===== config.mk =====
export PLATFORM = sky130hd
export DESIGN_NAME = deadlock_block_reporter
export DESIGN_NICKNAME = d
export VERILOG_FILES = /design/src/rtl/deadlock_block_reporter.sv
export SDC_FILE = /design/constraint.sdc
export NUM_CORES = 1
export LEC_CHECK = 0
export ABC_CLOCK_PERIOD_IN_PS = 2250
export BUFFER_PORTS_ARGS = -buffer_cell sky130_fd_sc_hd__buf_4
export CAP_MARGIN = 20
export CORE_UTILIZATION = 45
export CTS_BUF_LIST = sky130_fd_sc_hd__clkbuf_8 sky130_fd_sc_hd__clkbuf_16
export CTS_CLUSTER_DIAMETER = 150
export DETAILED_ROUTE_END_ITERATION = 8
export GPL_TIMING_DRIVEN = 0
export PLACE_DENSITY = 0.68
export SYNTH_ARGS = -nofsm -noshare
export SYNTH_HDL_FRONTEND = slang
export SYNTH_SLANG_ARGS = --single-unit

===== constraint.sdc =====
create_clock -name clock -period 2.25 [get_ports clock]
set_input_delay 0.225 -clock clock [delete_from_list [all_inputs] [get_ports clock]]
set_output_delay 0.225 -clock clock [all_outputs]
set_load 0.05 [all_outputs]

===== src/rtl/deadlock_block_reporter.sv =====
// Watches the AXIS deadlock monitor and declares a deadlock once the block condition has held,
// with unchanged info, long enough. The frozen snapshot is delivered once over a valid/ready port.
module deadlock_block_reporter #(
  parameter int NUM_CHAN        = 3,
  parameter int INFO_W          = 3,
  parameter int STALL_THRESHOLD = 1000,
  parameter int CNT_W           = 32
) (
  input  logic                       clock,
  input  logic                       reset,
  input  logic                       block,
  input  logic [NUM_CHAN*INFO_W-1:0] axis_block_info,
  input  logic                       clear,
  input  logic                       report_ready,
  output logic                       report_valid,
  output logic [NUM_CHAN*INFO_W-1:0] report_info,
  output logic [NUM_CHAN-1:0]        report_chan_mask,
  output logic [CNT_W-1:0]           stall_cycles,
  output logic [7:0]                 report_count,
  output logic                       deadlock,
  output logic [1:0]                 fsm_state
);

  // Report port: a transfer happens on every rising edge where report_valid and report_ready
  // are both high. report_valid never drops before that edge, and report_info is held while it is high.

  typedef enum logic [1:0] {
    IDLE   = 2'd0,
    WATCH  = 2'd1,
    REPORT = 2'd2,
    HOLD   = 2'd3
  } state_t;

  localparam logic [CNT_W-1:0] THRESH    = CNT_W'(STALL_THRESHOLD);
  localparam logic [CNT_W-1:0] THRESH_M1 = CNT_W'(STALL_THRESHOLD - 1);
  localparam logic [CNT_W-1:0] CNT_ONE   = CNT_W'(1);

  state_t                       state, state_nxt;
  logic [CNT_W-1:0]             cnt, cnt_nxt, cnt_sat_inc;
  logic [NUM_CHAN*INFO_W-1:0]   snap, snap_nxt;
  logic [7:0]                   count, count_nxt;

  always_ff @(posedge clock or negedge reset) begin
    if (!reset) begin
      state <= IDLE;
      cnt   <= '0;
      snap  <= '0;
      count <= '0;
    end else begin
      state <= state_nxt;
      cnt   <= cnt_nxt;
      snap  <= snap_nxt;
      count <= count_nxt;
    end
  end

  // Once declared, the counter keeps measuring the episode but must not wrap.
  assign cnt_sat_inc = (cnt == '1) ? cnt : cnt + CNT_ONE;

  always_comb begin
    state_nxt = state;
    cnt_nxt   = cnt;
    snap_nxt  = snap;
    count_nxt = count;
    case (state)
      IDLE: begin
        if (block) begin
          state_nxt = WATCH;
          cnt_nxt   = CNT_ONE;
          snap_nxt  = axis_block_info;
        end
      end
      WATCH: begin
        if (!block) begin
          state_nxt = IDLE;
          cnt_nxt   = '0;
        end else if (axis_block_info != snap) begin
          cnt_nxt  = CNT_ONE;
          snap_nxt = axis_block_info;
        end else if (cnt == THRESH_M1) begin
          state_nxt = REPORT;
          cnt_nxt   = THRESH;
        end else begin
          cnt_nxt = cnt + CNT_ONE;
        end
      end
      REPORT: begin
        if (block) cnt_nxt = cnt_sat_inc;
        if (report_ready) begin
          state_nxt = HOLD;
          count_nxt = (count == 8'hFF) ? count : count + 8'd1;
        end
      end
      HOLD: begin
        if (clear) begin
          state_nxt = IDLE;
          cnt_nxt   = '0;
        end else if (block) begin
          cnt_nxt = cnt_sat_inc;
        end
      end
      default: state_nxt = IDLE;
    endcase
  end

  assign report_valid = (state == REPORT);
  assign deadlock     = (state == REPORT) || (state == HOLD);
  assign report_info  = deadlock ? snap : '0;
  assign stall_cycles = cnt;
  assign report_count = count;
  assign fsm_state    = state;

  always_comb begin
    report_chan_mask = '0;
    for (int k = 0; k < NUM_CHAN; k++) begin
      report_chan_mask[k] = |report_info[k*INFO_W +: INFO_W];
    end
  end

endmodule


# [Word-level counts from Yosys, hierarchy flattened]
# Index checks and enable logic that the tools add are counted.
[totals] out_inout_bits=56 regBits=51 wordCells=50
[op_classes] muxes=20 n_eq_ne=14 n_bitwise=1 addsub=2 reduce_logical=9
[ops] cell="$mux 32" count=7
[ops] cell="$pmux 32 s4" count=1
[ops] cell="$mux 9" count=4
[ops] cell="$add 32x1->32 const B" count=1
[ops] cell="$eq 32x10->1 const B" count=1
[ops] cell="$eq 32x32->1 const B" count=1
[ops] cell="$pmux 9 s2" count=1
[ops] cell="$mux 2" count=6
[ops] cell="$ne 2x2->1 const B" count=5
[ops] cell="$ne 9x9->1" count=1
[ops] cell="$reduce_or 3->1" count=3
[ops] cell="$add 8x1->8 const B" count=1
[ops] cell="$eq 8x8->1 const B" count=1
[ops] cell="$pmux 2 s4" count=1
[ops] cell="$ne 3x3->1 const B" count=2
[ops] cell="$reduce_and 5->1" count=1
[ops] cell="$eq 2x2->1 const B" count=2
[ops] cell="$reduce_and 4->1" count=1
[ops] cell="$reduce_and 3->1" count=1
[ops] cell="$eq 2x1->1 const B" count=1
[ops] cell="$logic_not 2->1" count=1
[ops] cell="$reduce_bool 2->1" count=1
[ops] cell="$logic_or 1x1->1" count=1
[ops] cell="$not 1->1" count=1

# [Depth between registers and ports, before layout]
# Gate-level depths: netlist (run 1).
[depth] word_depth=5 depth_mapped=10 ltp_nobuf=8

# [Worst setup path after synthesis (run 1)]
# OpenSTA, ideal clock, no wires.
[synth_timing] path_kind="reg2reg" startpoint="reg (tool-made name)" endpoint="reg count[3] (netlist: report_count[3])" arrival_ns=2.443 t_required_ns=2.108 path_stages_with_launch=7 path_slack_ns=-0.335 period_less_slack_ns=2.585 path_cell_list="dfrtp_1 -> nor2b_1 -> nand2_1 -> a31oi_1 -> and3_1 -> nand2_1 -> xnor2_1"
[synth_rtl] item="end signal, assigned" line="53" source="count <= count_nxt;"
[synth_rtl] item="end, declared" line="41" source="logic [7:0] count, count_nxt;"

# [Worst setup path in the final report (run 1)]
[layout_timing] startpoint="reg cnt[10] (netlist: stall_cycles[10])" endpoint="reg cnt[22] (netlist: stall_cycles[22])"
[layout_between] elab_chain_len=5 elab_cells_between_ends=10 classes_between="add/sub: 1; eq/ne: 2; mux: 7"
[layout_rtl] item="start, declared" line="39" source="logic [CNT_W-1:0] cnt, cnt_nxt, cnt_sat_inc;"
[layout_rtl] item="start signal, assigned" line="51" source="cnt <= cnt_nxt;"
[layout_rtl] item="$add 32x1->32, or another cell as far along" line="58, 84"
[layout_rtl] item="$mux 32 (on tied branches)" line="58, 80"
[layout_rtl] item="$mux 32 (on tied branches)" line="88, 98, 77"
[layout_rtl] item="$mux 32 (on tied branches)" line="95, 74"
[layout_rtl] item="$pmux 32 s4 *" line="65" source="case (state)"
# Mark *: on every way between the ends. The rest lies on a longest branch, timed or not.
# A chain may end at the register's enable or synchronous reset.

==> metrics.md, run 1 <==
| Metric | Value |
|---|---|
| DRC viols | `8` |
| Worst skew pair latency | `0.31 ns` |
| Final worst path period need | `2.20 ns` |
| Die area | `7120 um2` |
| GR Util All Layers | `0.235` |
| Power Internal | `1.25 mW` |
| Root Driver | `clkbuf_8` |
| Peak supply drop | `262 uV` |
| Most frequent cells in the layout | `buf_4, nand2_1, dfrtp_1` |
| Worst EP arrival | `2.41 ns` |
| Final setup vio count | `0` |
| Vias in the first global route | `2743` |
| Mapped Cells | `339` |
| RSZ-0062 raised after global routing | `yes` |
| Total power | `1.69 mW` |
| Measured slew at the worst slew-check pin | `0.652 ns` |
| PD cells | `419 nW/um2` |
| RD Place Congestion | `0.899` |
| Post-detailed-route count of antenna-violating nets | `0` |
| Fillcell total | `564` |
| Die width | `84.4 um` |
| Final WL | `8.22 mm` |
| Crit-path max FO | `9` |
| TritonCTS Sinks | `51` |
| Setup_tns | `0 ns` |
| Number of max-cap violations | `0` |
| Starting Density | `0.473` |
| CTS buffer count | `5` |
| Port Buffer Count | `69` |
| Multi-input logic area | `1760 um2` |
| Setup WS pre-CTS | `-0.109 ns` |
| Hold Worst Slack | `0.118 ns` |
| Failing checks | `DRC` |
| Final Hold Viols | `0` |
| EDFF count, synth | `0` |
| Final #Nets | `446` |
| WL per Instance | `16.2 um` |
| Slack of the critical path | `0.0451 ns` |
| Iter 0 DRT Violations | `221` |
| Largest net degree at the start of global routing | `52` |
| Layout cells sized above 1 | `0.364` |
| First-pass GRT wire length | `13.3 mm` |
| Pins Over Slew Limit | `0` |
| CP Data Required Time | `2.45 ns` |
| Htree depth | `2` |
| Fmax | `454 MHz` |
| Initial antenna violation count | `0` |
| Sw frac | `0.258` |
| CTS tree | `built` |
| RR Startpoint | `stall_cycles[10]` |
| Vias per inst | `5.77` |
| Syn avg cell area | `9.01 um2` |
| Worst-case clock buffer depth | `2` |
| Total core area | `6460 um2` |
| I/O pin cnt | `70` |
| Mapped Nets | `355` |
| Netlist cell types | `53` |
| Crit. Startpoint | `stall_cycles[10]` |
| Drt pass-1 iters | `6` |
| Slew margin rel. | `0.566` |
| Top_reg_cell synth | `dfrtp_1` |
| Post-synth ARST share | `1.00` |
| Yosys warnings | `0` |
| DR vias | `2929` |
| Commonest non-fill, non-tap cell in the layout | `buf_4` |
| Static leakage | `1.79 nW` |
| Critical Path Start Type | `flip-flop` |
| Combinational Power Share | `0.093` |
| Post-Syn Area | `3060 um2` |
| Clock-pin slew on the worst setup and hold paths | `0.10 ns` |
| HP Class | `input pin to flip-flop` |
| Post-synthesis sequential area ratio | `0.418` |
| Die H | `84.4 um` |
| Register Area | `1290 um2` |
| Total grt overflow | `0` |
| Antenna cells | `0` |
| Hold path start | `axis_block_info[6]` |
| Net Switching | `0.436 mW` |
| Post-layout instance count excluding filler cells | `508` |
| # rows | `29` |
| Area Overhead vs Synth | `31.9%` |
| Post-detail-place hpwl | `5.64 mm` |
| Outcome | `finished with violations` |
| Setup CP Type | `flip-flop to flip-flop` |
| Placed cells | `485` |
| CP endpoint kind | `flip-flop` |
| Flops & latches, synth | `51` |
| Clk pwr share | `0.342` |
| Seq pwr share | `0.564` |
| Clk_skew | `0.00499 ns` |
| Final Cycle Share | `0.980` |
[path summary, 6_finish.rpt]
path                                         end  slack [ns]  depth (start not counted)
worst max-delay path            stall_cycles[22]        0.05                          7
worst max register to register  stall_cycles[22]        0.05                          7
worst min-delay path                     snap[6]        0.12                          3
min in group asynchronous        report_count[1]        0.48                          2
worst min register to register   report_count[4]        0.51                          1
max in group asynchronous       stall_cycles[10]        1.30                          2
[logic make-up after synthesis]
family	share of synthesized area
DFF	0.418
adders and majority gates	0.00819
xor gates and xnor gates	0.0573
buffers and inverters	0.0442
muxes	0.0324
and+or+nand+nor	0.289
AOI/OAI and AO/OA	0.151
[registers in the layout (all words and copies together) (netlist names), named ones only]
register,count
report_count,8
stall_cycles,32
snap,9
fsm_state,1
[what timing repair did]
action / 4_1_cts / 5_1_grt
hold buffers: 1 / 0
pin swaps: 3 / 9
cloned: 0 / 1
hold endpoints to repair: 51 / 0
buffers inserted: 8 / 7
gates resized for setup: 4 / 32
endpoints found under the setup margin: 24 / 31
[layout make-up]
cell class | instances | area share
well taps | 77 | 0.0239
inverters | 5 | 0.00466
flip-flops and latches | 51 | 0.321
clock buffers | 6 | 0.0205
repair buffers | 86 | 0.163
plain buffers | 14 | 0.0245
clock inverters | 2 | 0.00404
multi-input cells | 267 | 0.438
[stage by stage]
stage | area [um2] | utilization
6_report | 4030 | 0.624
3_5_place_dp | 3690 | 0.571
4_1_cts | 3860 | 0.598
2_1_floorplan | 3070 | -
5_1_grt | 4030 | 0.624
3_3_place_gp | 3690 | 0.571
[critical path: stages, from the launching register on]
cell and delay [ns]:
dfrtp_2 0.46, nor4_2 0.31, nand4_1 0.14, or4_4 0.53, nand3_4 0.15, and2_4 0.26, o211ai_2 0.10, nor2b_4 0.13
[layer usage]
| layer | track usage | part of all wire |
|---|---|---|
| met1 | 0.330 | 0.46 |
| met3 | 0.0334 | 0.058 |
| met2 | 0.374 | 0.47 |
| met5 | 0 | 0 |
| met4 | 0.0801 | 0.012 |
[power groups by stage]
stage	registers (mW)	logic, mW	clock network [mW]
6_report	0.954	0.158	0.578
5_1_grt	0.957	0.175	0.624
4_1_cts	0.954	0.151	0.594
3_5_place_dp	0.972	0.148	0
3_3_place_gp	0.971	0.146	0
2_1_floorplan	0.979	0.0751	0
[cell usage after synthesis (all sizes together), types with 2 or more instances]
library cell,n,area share
buf,11,0.032
or3,5,0.010
a22oi,2,0.0049
nor3,7,0.013
a22o,4,0.011
dfrtp,51,0.42
or2,2,0.0041
nor2b,2,0.0066
ha,2,0.0082
nand2,52,0.066
o21ai,15,0.025
mux2i,2,0.0066
a31oi,11,0.023
nor4,9,0.023
nor2,23,0.028
and2,12,0.025
o211ai,4,0.011
inv,5,0.0061
and3,12,0.025
a21o,3,0.0074
mux2,7,0.026
nand4,12,0.025
xnor2,18,0.052
o311ai,2,0.0082
nand2b,4,0.0082
nand3,21,0.046
clkbuf,5,0.0061
xor2,2,0.0057
a21oi,23,0.038
Power figures use the tool's default switching activity.
==> inputs of run 2 (changes only) <==
--- a/config.mk
+++ b/config.mk
@@ -14,6 +14,7 @@
 export DETAILED_ROUTE_END_ITERATION = 8
 export GPL_TIMING_DRIVEN = 0
 export PLACE_DENSITY = 0.68
+export SETUP_SLACK_MARGIN = 0.05
 export SYNTH_ARGS = -nofsm -noshare
 export SYNTH_HDL_FRONTEND = slang
 export SYNTH_SLANG_ARGS = --single-unit
==> run 2 against run 1 <==
Compared with the run above:
- the run ends with DRC, setup timing left
- total power shrank 2.6%
- global-route usage increased by 0.65 points
- wire length grew 7.1%
- critical endpoint is now stall_cycles[17]
==> metrics.md, run 2 (synthesized netlist as in run 1, its figures left out) <==
| Metric | Value |
|---|---|
| Outcome | `finished with violations` |
| Failing checks | `DRC, setup timing` |
| Hold path start | `axis_block_info[7]` |
| Vias per inst | `5.88 (+2.0%)` |
| Commonest non-fill, non-tap cell in the layout | `buf_4` |
| WL per Instance | `17.0 um (+5.1%)` |
| I/O pin cnt | `70 (unchanged)` |
| Die area | `7120 um2 (unchanged)` |
| RSZ-0062 raised after global routing | `yes` |
| Total core area | `6460 um2 (unchanged)` |
| Total grt overflow | `0 (unchanged)` |
| HP Class | `input pin to flip-flop` |
| Die width | `84.4 um (unchanged)` |
| Final Hold Viols | `0 (unchanged)` |
| Crit-path slowest cell | `or4_4` |
| Die H | `84.4 um (unchanged)` |
| Met1 Use GR | `0.355 (+0.0252)` |
| Max reg flops | `32 (unchanged)` |
| Setup CP Type | `flip-flop to flip-flop` |
| Number of max-cap violations | `0 (unchanged)` |
| Most frequent cells in the layout | `buf_4, nand2_1, dfrtp_1` |
| Largest net degree at the start of global routing | `52 (unchanged)` |
| Iter 0 DRT Violations | `202 (-8.6%)` |
| Reg2Reg Depth | `8 (+1)` |
| CP Depth | `8 (+1)` |
| GR Util All Layers | `0.241 (+0.00654)` |
| Worst skew pair latency | `0.30 ns (about the same)` |
| Crit-path max FO | `5 (-4)` |
| Worst-case clock buffer depth | `2 (unchanged)` |
| Clk_skew | `0.00407 ns (-0.000919 ns)` |
| Setup WS pre-CTS | `-0.148 ns (-0.0395 ns)` |
| Setup_tns | `-0.0469 ns (-0.0469 ns)` |
| Final worst path period need | `2.27 ns (+0.0616 ns)` |
| Final WL | `8.81 mm (+7.1%)` |
| RR Startpoint | `stall_cycles[4]` |
| Post-detailed-route count of antenna-violating nets | `0 (unchanged)` |
| Most Crowded Layer GR | `met2` |
| CP top delay family | `simple AND/OR/NAND/NOR gates` |
| Slack of the critical path | `-0.0165 ns (-0.0616 ns)` |
| Slew margin rel. | `0.552 (-0.0135)` |
| Hold path depth | `3 (unchanged)` |
| Area Overhead vs Synth | `38.3%` |
| Port Buffer Count | `69 (unchanged)` |
| TritonCTS Sinks | `51 (unchanged)` |
| Drt pass-1 iters | `7 (+1)` |
| Met2 GRT Util | `0.372 (-0.00224)` |
| Crit. Startpoint | `stall_cycles[4]` |
| RD Place Congestion | `0.913 (+1.5%)` |
| Final #Nets | `456 (+2.2%)` |
| CTS buffer count | `5 (unchanged)` |
| Post-detail-place hpwl | `5.67 mm (+0.50%)` |
| Peak supply drop | `257 uV (-2.0%)` |
| CP endpoint kind | `flip-flop` |
| Fillcell total | `567 (+0.53%)` |
| Measured slew at the worst slew-check pin | `0.672 ns (+0.0203 ns)` |
| Clock-pin slew on the worst setup and hold paths | `0.10 ns (about the same)` |
| CP Data Required Time | `2.42 ns (-0.03 ns)` |
| CP Buf/Inv Count | `1 (+1)` |
| Met3 Use GR | `0.0383 (+0.00492)` |
| Slowest cell delay on critical path | `0.54 ns (about the same)` |
| # rows | `29 (unchanged)` |
| Antenna cells | `0 (unchanged)` |
| Root Driver | `clkbuf_8` |
| Critical Path Start Type | `flip-flop` |
| Pins Over Slew Limit | `0 (unchanged)` |
| DRC viols | `3 (-5)` |
| PD cells | `390 nW/um2 (-7.1%)` |
| First-pass GRT wire length | `13.6 mm (+2.8%)` |
| Initial antenna violation count | `0 (unchanged)` |
| Fmax | `441 MHz (-2.7%)` |
| CTS tree | `built` |
| Critical Path, Cell by Cell | `nor4_4, nand3_2, or4_4, nand3_4, and2_4, buf_8, a2111o_1, o21ai_1` |
| Vias in the first global route | `2700 (-1.6%)` |
| Worst EP arrival | `2.44 ns (+0.03 ns)` |
| Layout cells sized above 1 | `0.413 (+0.0484)` |
| Starting Density | `0.473 (unchanged)` |
| Final Cycle Share | `1.01 (+0.0274)` |
| Static leakage | `1.87 nW (+4.9%)` |
| Post-layout instance count excluding filler cells | `518 (+2.0%)` |
| Final setup vio count | `3 (+3)` |
| Htree depth | `2 (unchanged)` |
| DR vias | `3047 (+4.0%)` |
| Placed cells | `485 (unchanged)` |
## run 2: changes by cell type in the layout (fill, tap and decap cells not counted), sizes merged
cell      previous run  this run
buf                 94       101
clkinvlp             1         0
clkbuf              11        13
inv                  5         7
## run 2: final timing paths
kind / end / slack (ns)
min reg2reg: report_count[4] / 0.50
min: snap[7] / 0.13
min in group asynchronous: report_count[1] / 0.48
max reg2reg: stall_cycles[17] / -0.02
max: stall_cycles[17] / -0.02
max in group asynchronous: stall_cycles[13] / 1.27
## run 2: area by class of cell
| class | instances | area (um2) | share of cell area |
|---|---|---|---|
| timing repair buffer | 94 | 774 | 0.183 |
| inverter | 5 | 18.8 | 0.00444 |
| clock inverter | 3 | 12.5 | 0.00296 |
| buffer | 16 | 134 | 0.0317 |
| sequential | 51 | 1310 | 0.309 |
| multi-input combinational | 267 | 1820 | 0.430 |
| clock buffer | 5 | 68.8 | 0.0163 |
| tap | 77 | 96.3 | 0.0228 |
## run 2: metrics by stage
stage / hold WS [ns] / util / power, mW / instance area (um2)
global route: 0.122 / 0.654 / 1.71 / 4230
finish: 0.126 / 0.654 / 1.65 / 4230
CTS: 0.124 / 0.610 / 1.64 / 3940
floorplan: -0.0706 / - / 1.05 / 3090
detailed placement: 0.308 / 0.573 / 1.12 / 3700
global placement: 0.306 / 0.573 / 1.12 / 3700
## run 2: worst min-delay path, stage by stage
cell and delay, ns:
buf_4 0.09, nand2_1 0.04, nand2_1 0.05
## run 2: layer usage
layer / vias up / share of wire / wire length (um)
met1: 1482 / 0.45 / 4000
met2: 121 / 0.47 / 4150
met5: - / 0 / 0
met4: 0 / 0.012 / 103
li1: 1432 / - / -
met3: 12 / 0.063 / 554
## run 2: what timing repair did
item / in CTS / in global routing
hold buffers: 1 / 0
endpoints found under the hold margin: 51 / 0
setup endpoints to repair: 27 / 31
gates cloned: 0 / 4
pin swaps: 5 / 14
setup buffers: 13 / 7
gates resized for setup: 8 / 39
## run 2: where the power goes
part	internal, mW	switching [mW]	leakage, nW	total [mW]
Sequential	0.935	0.0192	0.651	0.954
Combinational	0.0729	0.0935	1.17	0.166
Clock	0.211	0.315	0.0505	0.526
Total	1.22	0.428	1.87	1.65
